## src/rtl/div_issue_seq_pkg.sv

```systemverilog
// Shared types for the divide issue sequencer: branch tags, request
// entries, FSM states and the branch-kill match function.
package rv32i_types;

  localparam int BR_TAG_W      = 4;
  localparam int DIV_XLEN      = 32;
  localparam int DIV_ROB_IDX_W = 5;

  // Branch mask carried by every in-flight op; the sign selects how the
  // mask is compared against a mispredicted branch.
  typedef struct packed {
    logic                sign;
    logic [BR_TAG_W-1:0] tag;
  } branch_tag_t;

  localparam logic division_op  = 1'b0;
  localparam logic remainder_op = 1'b1;

  typedef struct packed {
    logic [DIV_XLEN-1:0]      a;
    logic [DIV_XLEN-1:0]      b;
    logic                     op;
    logic [DIV_ROB_IDX_W-1:0] rob_idx;
    branch_tag_t              br_tag;
    logic                     valid;
  } div_req_t;

  typedef enum logic [1:0] {
    ST_IDLE,
    ST_ISSUE,
    ST_WAIT,
    ST_HOLD
  } div_state_e;

  // True when an op tagged entry_tag must die on a flush of flush_tag.
  function automatic logic br_killed(branch_tag_t entry_tag, branch_tag_t flush_tag);
    if (entry_tag.sign == flush_tag.sign) begin
      return (entry_tag.tag & flush_tag.tag) == flush_tag.tag;
    end
    return (entry_tag.tag & flush_tag.tag) == entry_tag.tag;
  endfunction

endpackage

```

## src/rtl/div_issue_seq_if.sv

```systemverilog
// Dispatch, divider and CDB signals of the divide issue sequencer.
// master: the sequencer itself; slave: dispatch, divider and CDB side.
interface div_issue_seq_if
  import rv32i_types::*;
#(
  parameter int XLEN      = DIV_XLEN,
  parameter int ROB_IDX_W = DIV_ROB_IDX_W
) ();

  logic                 enq_valid;
  logic                 enq_ready;
  logic [XLEN-1:0]      enq_a;
  logic [XLEN-1:0]      enq_b;
  logic                 enq_op;
  logic [ROB_IDX_W-1:0] enq_rob_idx;
  branch_tag_t          enq_br_tag;

  logic                 flush;
  branch_tag_t          flush_tag;

  logic                 div_start;
  logic [XLEN-1:0]      div_a;
  logic [XLEN-1:0]      div_b;
  logic                 div_type;
  branch_tag_t          div_br_tag;
  logic                 div_busy;
  logic                 div_done;
  logic [XLEN-1:0]      div_result;
  logic                 div_result_taken;

  logic                 cdb_valid;
  logic                 cdb_ready;
  logic [XLEN-1:0]      cdb_data;
  logic [ROB_IDX_W-1:0] cdb_rob_idx;

  modport master (
    input  enq_valid, enq_a, enq_b, enq_op, enq_rob_idx, enq_br_tag,
    input  flush, flush_tag,
    input  div_busy, div_done, div_result,
    input  cdb_ready,
    output enq_ready,
    output div_start, div_a, div_b, div_type, div_br_tag, div_result_taken,
    output cdb_valid, cdb_data, cdb_rob_idx
  );

  modport slave (
    output enq_valid, enq_a, enq_b, enq_op, enq_rob_idx, enq_br_tag,
    output flush, flush_tag,
    output div_busy, div_done, div_result,
    output cdb_ready,
    input  enq_ready,
    input  div_start, div_a, div_b, div_type, div_br_tag, div_result_taken,
    input  cdb_valid, cdb_data, cdb_rob_idx
  );

endinterface

```

## src/rtl/div_req_fifo.sv

```systemverilog
// Circular request FIFO for divide ops. Flushed entries are invalidated in
// place and the head steps over one invalid entry per cycle.
module div_req_fifo
  import rv32i_types::*;
#(
  parameter int DEPTH = 4
) (
  input  logic        clk,
  input  logic        rst,
  input  logic        enq_valid_i,
  input  div_req_t    enq_req_i,
  output logic        enq_ready_o,
  input  logic        flush_i,
  input  branch_tag_t flush_tag_i,
  input  logic        deq_i,
  output div_req_t    head_o
);

  localparam int PTR_W = (DEPTH > 1) ? $clog2(DEPTH) : 1;
  localparam int CNT_W = PTR_W + 1;

  div_req_t         mem_q [DEPTH];
  logic [DEPTH-1:0] valid_q;
  logic [PTR_W-1:0] head_q, head_d;
  logic [PTR_W-1:0] tail_q, tail_d;
  logic [CNT_W-1:0] count_q, count_d;
  logic             enq_ready_q;
  logic             push, pop, skip, head_kill;
  div_req_t         head_entry;

  // Head presentation, push/pop decisions and next pointers.
  always_comb begin
    // NOTE: every signal written here gets a value on every path, starting with these defaults, so no latch is inferred.
    head_entry   = mem_q[head_q];
    head_kill    = flush_i && br_killed(head_entry.br_tag, flush_tag_i);
    skip         = (count_q != '0) && !valid_q[head_q];
    head_o       = head_entry;
    head_o.valid = (count_q != '0) && valid_q[head_q] && !head_kill;
    push         = enq_valid_i && enq_ready_q &&
                   !(flush_i && br_killed(enq_req_i.br_tag, flush_tag_i));
    pop          = skip || (deq_i && head_o.valid);
    head_d       = head_q + PTR_W'(pop);
    tail_d       = tail_q + PTR_W'(push);
    count_d      = count_q + CNT_W'(push) - CNT_W'(pop);
  end

  // Pointers, occupancy, registered ready and per-entry valid bits.
  always_ff @(posedge clk) begin
    // NOTE: state is updated with non-blocking assignments so every flop samples pre-edge values.
    if (rst) begin
      head_q      <= '0;
      tail_q      <= '0;
      count_q     <= '0;
      enq_ready_q <= 1'b1;
      valid_q     <= '0;
    end else begin
      head_q      <= head_d;
      tail_q      <= tail_d;
      count_q     <= count_d;
      enq_ready_q <= (count_d != CNT_W'(DEPTH));
      for (int i = 0; i < DEPTH; i++) begin
        if (flush_i && valid_q[i] && br_killed(mem_q[i].br_tag, flush_tag_i)) begin
          valid_q[i] <= 1'b0;
        end
      end
      if (pop) begin
        valid_q[head_q] <= 1'b0;
      end
      if (push) begin
        valid_q[tail_q] <= 1'b1;
      end
    end
  end

  // Payload storage.
  always_ff @(posedge clk) begin
    // NOTE: payload is not reset; the reset valid bits already mark every slot empty.
    if (push) begin
      mem_q[tail_q] <= enq_req_i;
    end
  end

  assign enq_ready_o = enq_ready_q;

endmodule

```

## src/rtl/div_issue_seq.sv

```systemverilog
// Issue-side sequencer for the multicycle divider: queues ops, issues one
// at a time, captures the result and holds it for the CDB.
// Optional build macro: DIV_ZERO_BYPASS_EN -- ops with a zero divisor skip
// the divider and produce the RISC-V divide-by-zero result directly.
module div_issue_seq
  import rv32i_types::*;
#(
  parameter int XLEN      = DIV_XLEN,
  parameter int DEPTH     = 4,
  parameter int ROB_IDX_W = DIV_ROB_IDX_W
) (
  input logic            clk,
  input logic            rst,
  div_issue_seq_if.master bus
);

  div_state_e           state_q, state_d;
  div_req_t             inf_q, inf_d;
  logic [XLEN-1:0]      res_data_q, res_data_d;
  logic [ROB_IDX_W-1:0] res_rob_q, res_rob_d;

  div_req_t enq_req;
  div_req_t head;
  logic     fifo_ready;
  logic     deq;
  logic     inf_kill;
  logic     zero_div;
  logic     start;
  logic     taken;
  logic     cdb_valid;

  // Dispatch fields packed into a request entry.
  always_comb begin
    enq_req         = '0;
    enq_req.a       = bus.enq_a;
    enq_req.b       = bus.enq_b;
    enq_req.op      = bus.enq_op;
    enq_req.rob_idx = bus.enq_rob_idx;
    enq_req.br_tag  = bus.enq_br_tag;
    enq_req.valid   = 1'b1;
  end

  div_req_fifo #(
    .DEPTH(DEPTH)
  ) u_fifo (
    .clk        (clk),
    .rst        (rst),
    .enq_valid_i(bus.enq_valid),
    .enq_req_i  (enq_req),
    .enq_ready_o(fifo_ready),
    .flush_i    (bus.flush),
    .flush_tag_i(bus.flush_tag),
    .deq_i      (deq),
    .head_o     (head)
  );

  // Kill match for the op between issue and CDB grant, and zero-divisor detect.
  always_comb begin
    inf_kill = inf_q.valid && bus.flush && br_killed(inf_q.br_tag, bus.flush_tag);
`ifdef DIV_ZERO_BYPASS_EN
    zero_div = (head.b == '0);
`else
    zero_div = 1'b0;
`endif
  end

  // Sequencer FSM: next state, in-flight/result register updates and strobes.
  always_comb begin
    state_d    = state_q;
    inf_d      = inf_q;
    res_data_d = res_data_q;
    res_rob_d  = res_rob_q;
    deq        = 1'b0;
    start      = 1'b0;
    taken      = 1'b0;
    cdb_valid  = 1'b0;
    unique case (state_q)
      ST_IDLE: begin
        if (head.valid) begin
          if (zero_div) begin
            deq        = 1'b1;
            inf_d      = head;
            res_data_d = (head.op == remainder_op) ? XLEN'(head.a) : '1;
            res_rob_d  = head.rob_idx;
            state_d    = ST_HOLD;
          end else if (!bus.div_busy) begin
            deq     = 1'b1;
            inf_d   = head;
            state_d = ST_ISSUE;
          end
        end
      end
      ST_ISSUE: begin
        if (inf_kill) begin
          inf_d.valid = 1'b0;
          state_d     = ST_IDLE;
        end else begin
          start   = 1'b1;
          state_d = ST_WAIT;
        end
      end
      ST_WAIT: begin
        if (inf_kill) begin
          inf_d.valid = 1'b0;
          state_d     = ST_IDLE;
        end else if (bus.div_done) begin
          taken      = 1'b1;
          res_data_d = bus.div_result;
          res_rob_d  = inf_q.rob_idx;
          state_d    = ST_HOLD;
        end
      end
      ST_HOLD: begin
        if (inf_kill) begin
          inf_d.valid = 1'b0;
          state_d     = ST_IDLE;
        end else begin
          cdb_valid = 1'b1;
          if (bus.cdb_ready) begin
            inf_d.valid = 1'b0;
            state_d     = ST_IDLE;
          end
        end
      end
      default: state_d = ST_IDLE;
    endcase
  end

  // State, in-flight op and result registers.
  always_ff @(posedge clk) begin
    if (rst) begin
      state_q    <= ST_IDLE;
      inf_q      <= '0;
      res_data_q <= '0;
      res_rob_q  <= '0;
    end else begin
      state_q    <= state_d;
      inf_q      <= inf_d;
      res_data_q <= res_data_d;
      res_rob_q  <= res_rob_d;
    end
  end

  assign bus.enq_ready        = fifo_ready;
  assign bus.div_start        = start;
  assign bus.div_a            = inf_q.a;
  assign bus.div_b            = inf_q.b;
  assign bus.div_type         = inf_q.op;
  assign bus.div_br_tag       = inf_q.br_tag;
  assign bus.div_result_taken = taken;
  assign bus.cdb_valid        = cdb_valid;
  assign bus.cdb_data         = res_data_q;
  assign bus.cdb_rob_idx      = res_rob_q;

endmodule

```

## src/flat_wrapper.sv

```systemverilog
// flat-port wrapper written by rule: the top's interface ports become plain ports
module div_issue_seq_flat import rv32i_types::*;
#(
  parameter int XLEN      = DIV_XLEN,
  parameter int DEPTH     = 4,
  parameter int ROB_IDX_W = DIV_ROB_IDX_W
)
  (clk, rst, bus_enq_valid, bus_enq_a, bus_enq_b, bus_enq_op, bus_enq_rob_idx, bus_enq_br_tag, bus_flush, bus_flush_tag, bus_div_busy, bus_div_done, bus_div_result, bus_cdb_ready, bus_enq_ready, bus_div_start, bus_div_a, bus_div_b, bus_div_type, bus_div_br_tag, bus_div_result_taken, bus_cdb_valid, bus_cdb_data, bus_cdb_rob_idx);
  div_issue_seq_if #(.XLEN(XLEN), .ROB_IDX_W(ROB_IDX_W)) bus_i ();
  input logic clk;
  input logic rst;
  input wire logic [$bits(bus_i.enq_valid)-1:0] bus_enq_valid;
  input wire logic [$bits(bus_i.enq_a)-1:0] bus_enq_a;
  input wire logic [$bits(bus_i.enq_b)-1:0] bus_enq_b;
  input wire logic [$bits(bus_i.enq_op)-1:0] bus_enq_op;
  input wire logic [$bits(bus_i.enq_rob_idx)-1:0] bus_enq_rob_idx;
  input wire logic [$bits(bus_i.enq_br_tag)-1:0] bus_enq_br_tag;
  input wire logic [$bits(bus_i.flush)-1:0] bus_flush;
  input wire logic [$bits(bus_i.flush_tag)-1:0] bus_flush_tag;
  input wire logic [$bits(bus_i.div_busy)-1:0] bus_div_busy;
  input wire logic [$bits(bus_i.div_done)-1:0] bus_div_done;
  input wire logic [$bits(bus_i.div_result)-1:0] bus_div_result;
  input wire logic [$bits(bus_i.cdb_ready)-1:0] bus_cdb_ready;
  output wire logic [$bits(bus_i.enq_ready)-1:0] bus_enq_ready;
  output wire logic [$bits(bus_i.div_start)-1:0] bus_div_start;
  output wire logic [$bits(bus_i.div_a)-1:0] bus_div_a;
  output wire logic [$bits(bus_i.div_b)-1:0] bus_div_b;
  output wire logic [$bits(bus_i.div_type)-1:0] bus_div_type;
  output wire logic [$bits(bus_i.div_br_tag)-1:0] bus_div_br_tag;
  output wire logic [$bits(bus_i.div_result_taken)-1:0] bus_div_result_taken;
  output wire logic [$bits(bus_i.cdb_valid)-1:0] bus_cdb_valid;
  output wire logic [$bits(bus_i.cdb_data)-1:0] bus_cdb_data;
  output wire logic [$bits(bus_i.cdb_rob_idx)-1:0] bus_cdb_rob_idx;
  assign bus_i.enq_valid = bus_enq_valid;
  assign bus_i.enq_a = bus_enq_a;
  assign bus_i.enq_b = bus_enq_b;
  assign bus_i.enq_op = bus_enq_op;
  assign bus_i.enq_rob_idx = bus_enq_rob_idx;
  assign bus_i.enq_br_tag = bus_enq_br_tag;
  assign bus_i.flush = bus_flush;
  assign bus_i.flush_tag = bus_flush_tag;
  assign bus_i.div_busy = bus_div_busy;
  assign bus_i.div_done = bus_div_done;
  assign bus_i.div_result = bus_div_result;
  assign bus_i.cdb_ready = bus_cdb_ready;
  assign bus_enq_ready = bus_i.enq_ready;
  assign bus_div_start = bus_i.div_start;
  assign bus_div_a = bus_i.div_a;
  assign bus_div_b = bus_i.div_b;
  assign bus_div_type = bus_i.div_type;
  assign bus_div_br_tag = bus_i.div_br_tag;
  assign bus_div_result_taken = bus_i.div_result_taken;
  assign bus_cdb_valid = bus_i.cdb_valid;
  assign bus_cdb_data = bus_i.cdb_data;
  assign bus_cdb_rob_idx = bus_i.cdb_rob_idx;
  div_issue_seq #(.XLEN(XLEN), .DEPTH(DEPTH), .ROB_IDX_W(ROB_IDX_W)) u_core (.clk(clk), .rst(rst), .bus(bus_i));
endmodule
```

## config.mk

```make
export PLATFORM = sky130hd
export DESIGN_NAME = div_issue_seq_flat
export DESIGN_NICKNAME = d
export VERILOG_FILES = /design/src/rtl/div_issue_seq_pkg.sv /design/src/rtl/div_issue_seq_if.sv /design/src/rtl/div_req_fifo.sv /design/src/rtl/div_issue_seq.sv /design/src/flat_wrapper.sv
export SDC_FILE = /design/constraint.sdc
export NUM_CORES = 1
export LEC_CHECK = 0
export CAP_MARGIN = 25
export CORE_ASPECT_RATIO = 0.75
export CORE_MARGIN = 5
export CORE_UTILIZATION = 35
export CTS_BUF_LIST = sky130_fd_sc_hd__clkbuf_16
export CTS_CLUSTER_DIAMETER = 100
export DETAILED_ROUTE_END_ITERATION = 16
export REMOVE_ABC_BUFFERS = 1
export SLEW_MARGIN = 5
export SYNTH_ARGS = -nofsm -noshare
export SYNTH_HDL_FRONTEND = slang
export SYNTH_SLANG_ARGS = --single-unit
```

## constraint.sdc

```tcl
create_clock -name clk -period 29.9 [get_ports clk]
set_clock_uncertainty 0.1 [all_clocks]
set_input_delay 5.98 -clock clk [delete_from_list [all_inputs] [get_ports clk]]
set_output_delay 5.98 -clock clk [all_outputs]
set_load 0.02 [all_outputs]
```

==> metrics.yaml <==
clock_network:
  clkSinkCount: 427
  post_cts_buffers: 0
  numCtsBuffers: 43
  holdBufCountCts: 0
  cts_root_buf: "clkbuf_16"
  path_clk_slew_ns: 0.06
  cts_tree: "yes"
  cts_htree_levels: 2
  clock_latency_ns: 0.55
  clock_path_buffers: 3
  ctsResizeCount: 0
global_route:
  grt_first_pass_wirelength_mm: 62.3
  grt_max_degree: 83
  grt_use_total_pct: 14.8
  grt_pass1_vias: 10360
  grt_overflow: 0
  antenna_found_initial: 5
hold_path:
  hold_end: "u_core.bus.cdb_rob_idx[2]$_SDFFE_PP0P_"
  min_from: "u_core.inf_q[8]$_SDFFE_PP0P_"
  hold_class: "reg -> reg"
  hold-path-cell-count: 2
routing:
  routed_via_density: 5.10
  drtIter0Drc: 660
  drc: 0
  vias: 10043
  wl_mm: 40.5
  first_pass_iters: 4
  antenna_left: 0
  avgRoutedWirePerCell_um: 20.6
power_and_ir_drop:
  power.share.clock_pct: 34.9
  power_frac_comb_pct: 21.0
  ir_drop_mv: 0.0481
  power.switching_uw: 444
  p_leak_uw: 0.00657
  p_int_uw: 1160
  sequentialPowerShare_pct: 44.1
  p_total_uw: 1600
  p_sw_share_pct: 27.7
  p_per_area_nw_per_um2: 76.9
setup_path:
  required_ns: 23.82
  cp_max_fo: 38
  path_buf_inv: 5
  crit_family: "buffers and inverters"
  crit_path_start_kind: "primary input"
  criticalPathCategory: "in -> out"
  cp_num_cells: 8
  r2r_start: "u_core.u_fifo.head_q[0]$_SDFF_PP0_"
  endpoint_kind: "primary output"
  crit_arrival_ns: 9.11
  path_cells: "clkdlybuf4s50_1, inv_1, a2111oi_0, o2bb2a_1, nand3_1, buf_4, inv_1, clkdlybuf4s50_1"
  r2r_slack_ns: 24.78
  r2r-end: "u_core.u_fifo.enq_ready_o$_SDFF_PP1_"
  cpPeakStageDelay_ns: 0.63
  worst_r2r_path_depth: 16
  critPathSlowestCell: "clkdlybuf4s50_1"
sta:
  drv_slew: 0
  max_freq_ghz: 0.0658
  hold_viol: 0
  fin_crit_sh_pct: 50.8
  fin_hold_ws_ns: 0.347
  tns_ns: 0
  setup_viol: 0
  fin_crit_ns: 15.19
  tightest_slew_ns: 1.01
  rsz0062_at_grt: "false"
  slew_headroom_pct: 31.9
  fin_ws_ns: 14.71
yosys:
  synth.distinct_cells: 53
  yosys-top-cells-area: "edfxtp_1, dfxtp_1, mux4_2, a21oi_1, buf_4"
  synth_warnings: 0
  synth_area_leader_cell: "edfxtp_1"
  synth-main-ff-cell: "edfxtp_1"
  ys_seq_elements: 427
  synth_edf_count: 300
  synthCells: 1153
  yosysSeqAreaShare_pct: 68.2
  synthArstFlopShare_pct: 0
  avgSynthCellArea_um2: 14.7
  netlist.area_leader.share_pct: 53.2
  synth_area_um2: 16900
placement:
  place_congestion: 0.771
  pre_cts_ws_ns: 14.74
  placed_cells: 1889
  hpwl_mm: 24.1
  placement.io_buffers: 229
floorplan:
  pin_count: 230
  core_um2: 47700
  die_h_um: 201
  dieArea_um2: 52900
  rows: 69
  start_util_pct: 35.5
  die_w_um: 264
layout:
  layout-drive-gt1-share_pct: 14.0
  nNetsFinal: 1425
  final_cells: 1971
  fill_cells: 4256
  area_growth_syn_to_layout_pct: 23.0
flow_run:
  maxCapViolations: 0
status:
  outcome: "completed"
-- power groups by stage --
stage          logic (uW)  clock network (uW)  registers, uW
2_1_floorplan         201                   0            746
3_3_place_gp          334                   0            719
3_5_place_dp          338                   0            721
4_1_cts               339                 577            709
5_1_grt               365                 601            713
6_report              336                 560            707
-- metrics by stage --
stage | cell area, um^2 | utilization (%)
after floorplan | 16000 | -
after global routing | 20800 | 43.7
after detailed placement | 19300 | 40.6
final | 20800 | 43.7
after global placement | 19300 | 40.5
after CTS | 20800 | 43.7
-- placed cells by master, fill, tap and decap left out, types with 9 or more instances in the layout --
cell type        netlist  layout
buf_4                 71      16
dfxtp_1              127     125
clkinv_2               0      11
o21ai_1               14      14
a22oi_1                9       9
edfxtp_1             300     300
clkbuf_16              0      45
nand3_1               80      80
inv_1                 13      19
mux4_2                75      75
o22ai_1                9       9
nor2_1                13      13
clkdlybuf4s50_1        0     228
ha_1                   9       9
nand2_1               81      81
a21oi_1              120     120
o21ai_0               68      68
-- registers in the layout (all words and copies together) (netlist names), 4 cells and up --
register	flops
u_core.u_fifo.mem_q	300
u_core.bus.cdb_data	32
u_core.bus.div_a	32
u_core.bus.div_b	32
u_core.inf_q	6
u_core.bus.cdb_rob_idx	5
u_core.bus.div_br_tag	5
u_core.u_fifo.valid_q	4
-- worst min-delay path, stage by stage, from the launching register on --
cell and delay [ns]:
dfxtp_1 0.31, nand2_1 0.05, a21oi_1 0.05
-- how the worst max path moves through the flow --
stage	startpoint	to	slack, ns
floorplan	bus_flush_tag[2]	u_core.u_fifo.valid_q[1]$_SDFF_PP0_	14.56
global placement	bus_flush_tag[3]	bus_div_result_taken	14.36
detailed placement	bus_flush_tag[3]	bus_div_result_taken	14.74
CTS	bus_flush_tag[3]	bus_div_result_taken	14.73
global route	bus_flush_tag[3]	bus_div_result_taken	14.53
finish	bus_flush_tag[3]	bus_div_result_taken	14.71
-- cells by family (layout without fill, tap and decap cells) --
family,after synthesis,count (layout),share of synthesized area [%]
AND/OR/NAND/NOR,214,214,5.99
other,0,1,0
XOR/XNOR,11,11,0.569
flip-flops,427,427,68.2
AO/OA/AOI/OAI,243,243,8.14
multiplexers,86,86,10.7
buffers and inverters,162,340,5.64
adder cells (fa/ha/maj),10,10,0.783
-- cell usage after synthesis (all sizes together) (2+ instances only) --
cell type / count
buf: 110
ha: 9
mux4: 75
nand3: 81
a221oi: 2
nor4b: 2
o21ai: 82
xnor2: 5
nand2: 81
dfxtp: 127
nor4: 2
a311oi: 2
mux2: 6
nor2: 13
clkbuf: 39
and2: 2
inv: 13
a211oi: 2
a22oi: 9
edfxtp: 300
nand2b: 8
xor2: 6
a31oi: 3
o22ai: 10
a21oi: 120
nor2b: 8
and3: 7
nor3: 6
mux2i: 5
-- per-layer routing --
layer	track usage, %	share of wire [%]	routed length [um]
met1	20.8	46	18400
met2	23.7	47	19100
met3	3.57	5.8	2370
met4	3.05	1.4	581
met5	0	0.17	68
-- cell type report --
cell class / instances / area [um^2] / area share, %
clock inverters: 35 / 355 / 1.71
repair buffers: 247 / 2470 / 11.9
inverters: 13 / 48.8 / 0.234
diodes: 1 / 2.50 / 0.0120
clock buffers: 45 / 1130 / 5.40
multi-input cells: 564 / 4480 / 21.5
flip-flops and latches: 427 / 11600 / 55.5
well taps: 639 / 800 / 3.84
(Power assumes the default switching activity.)
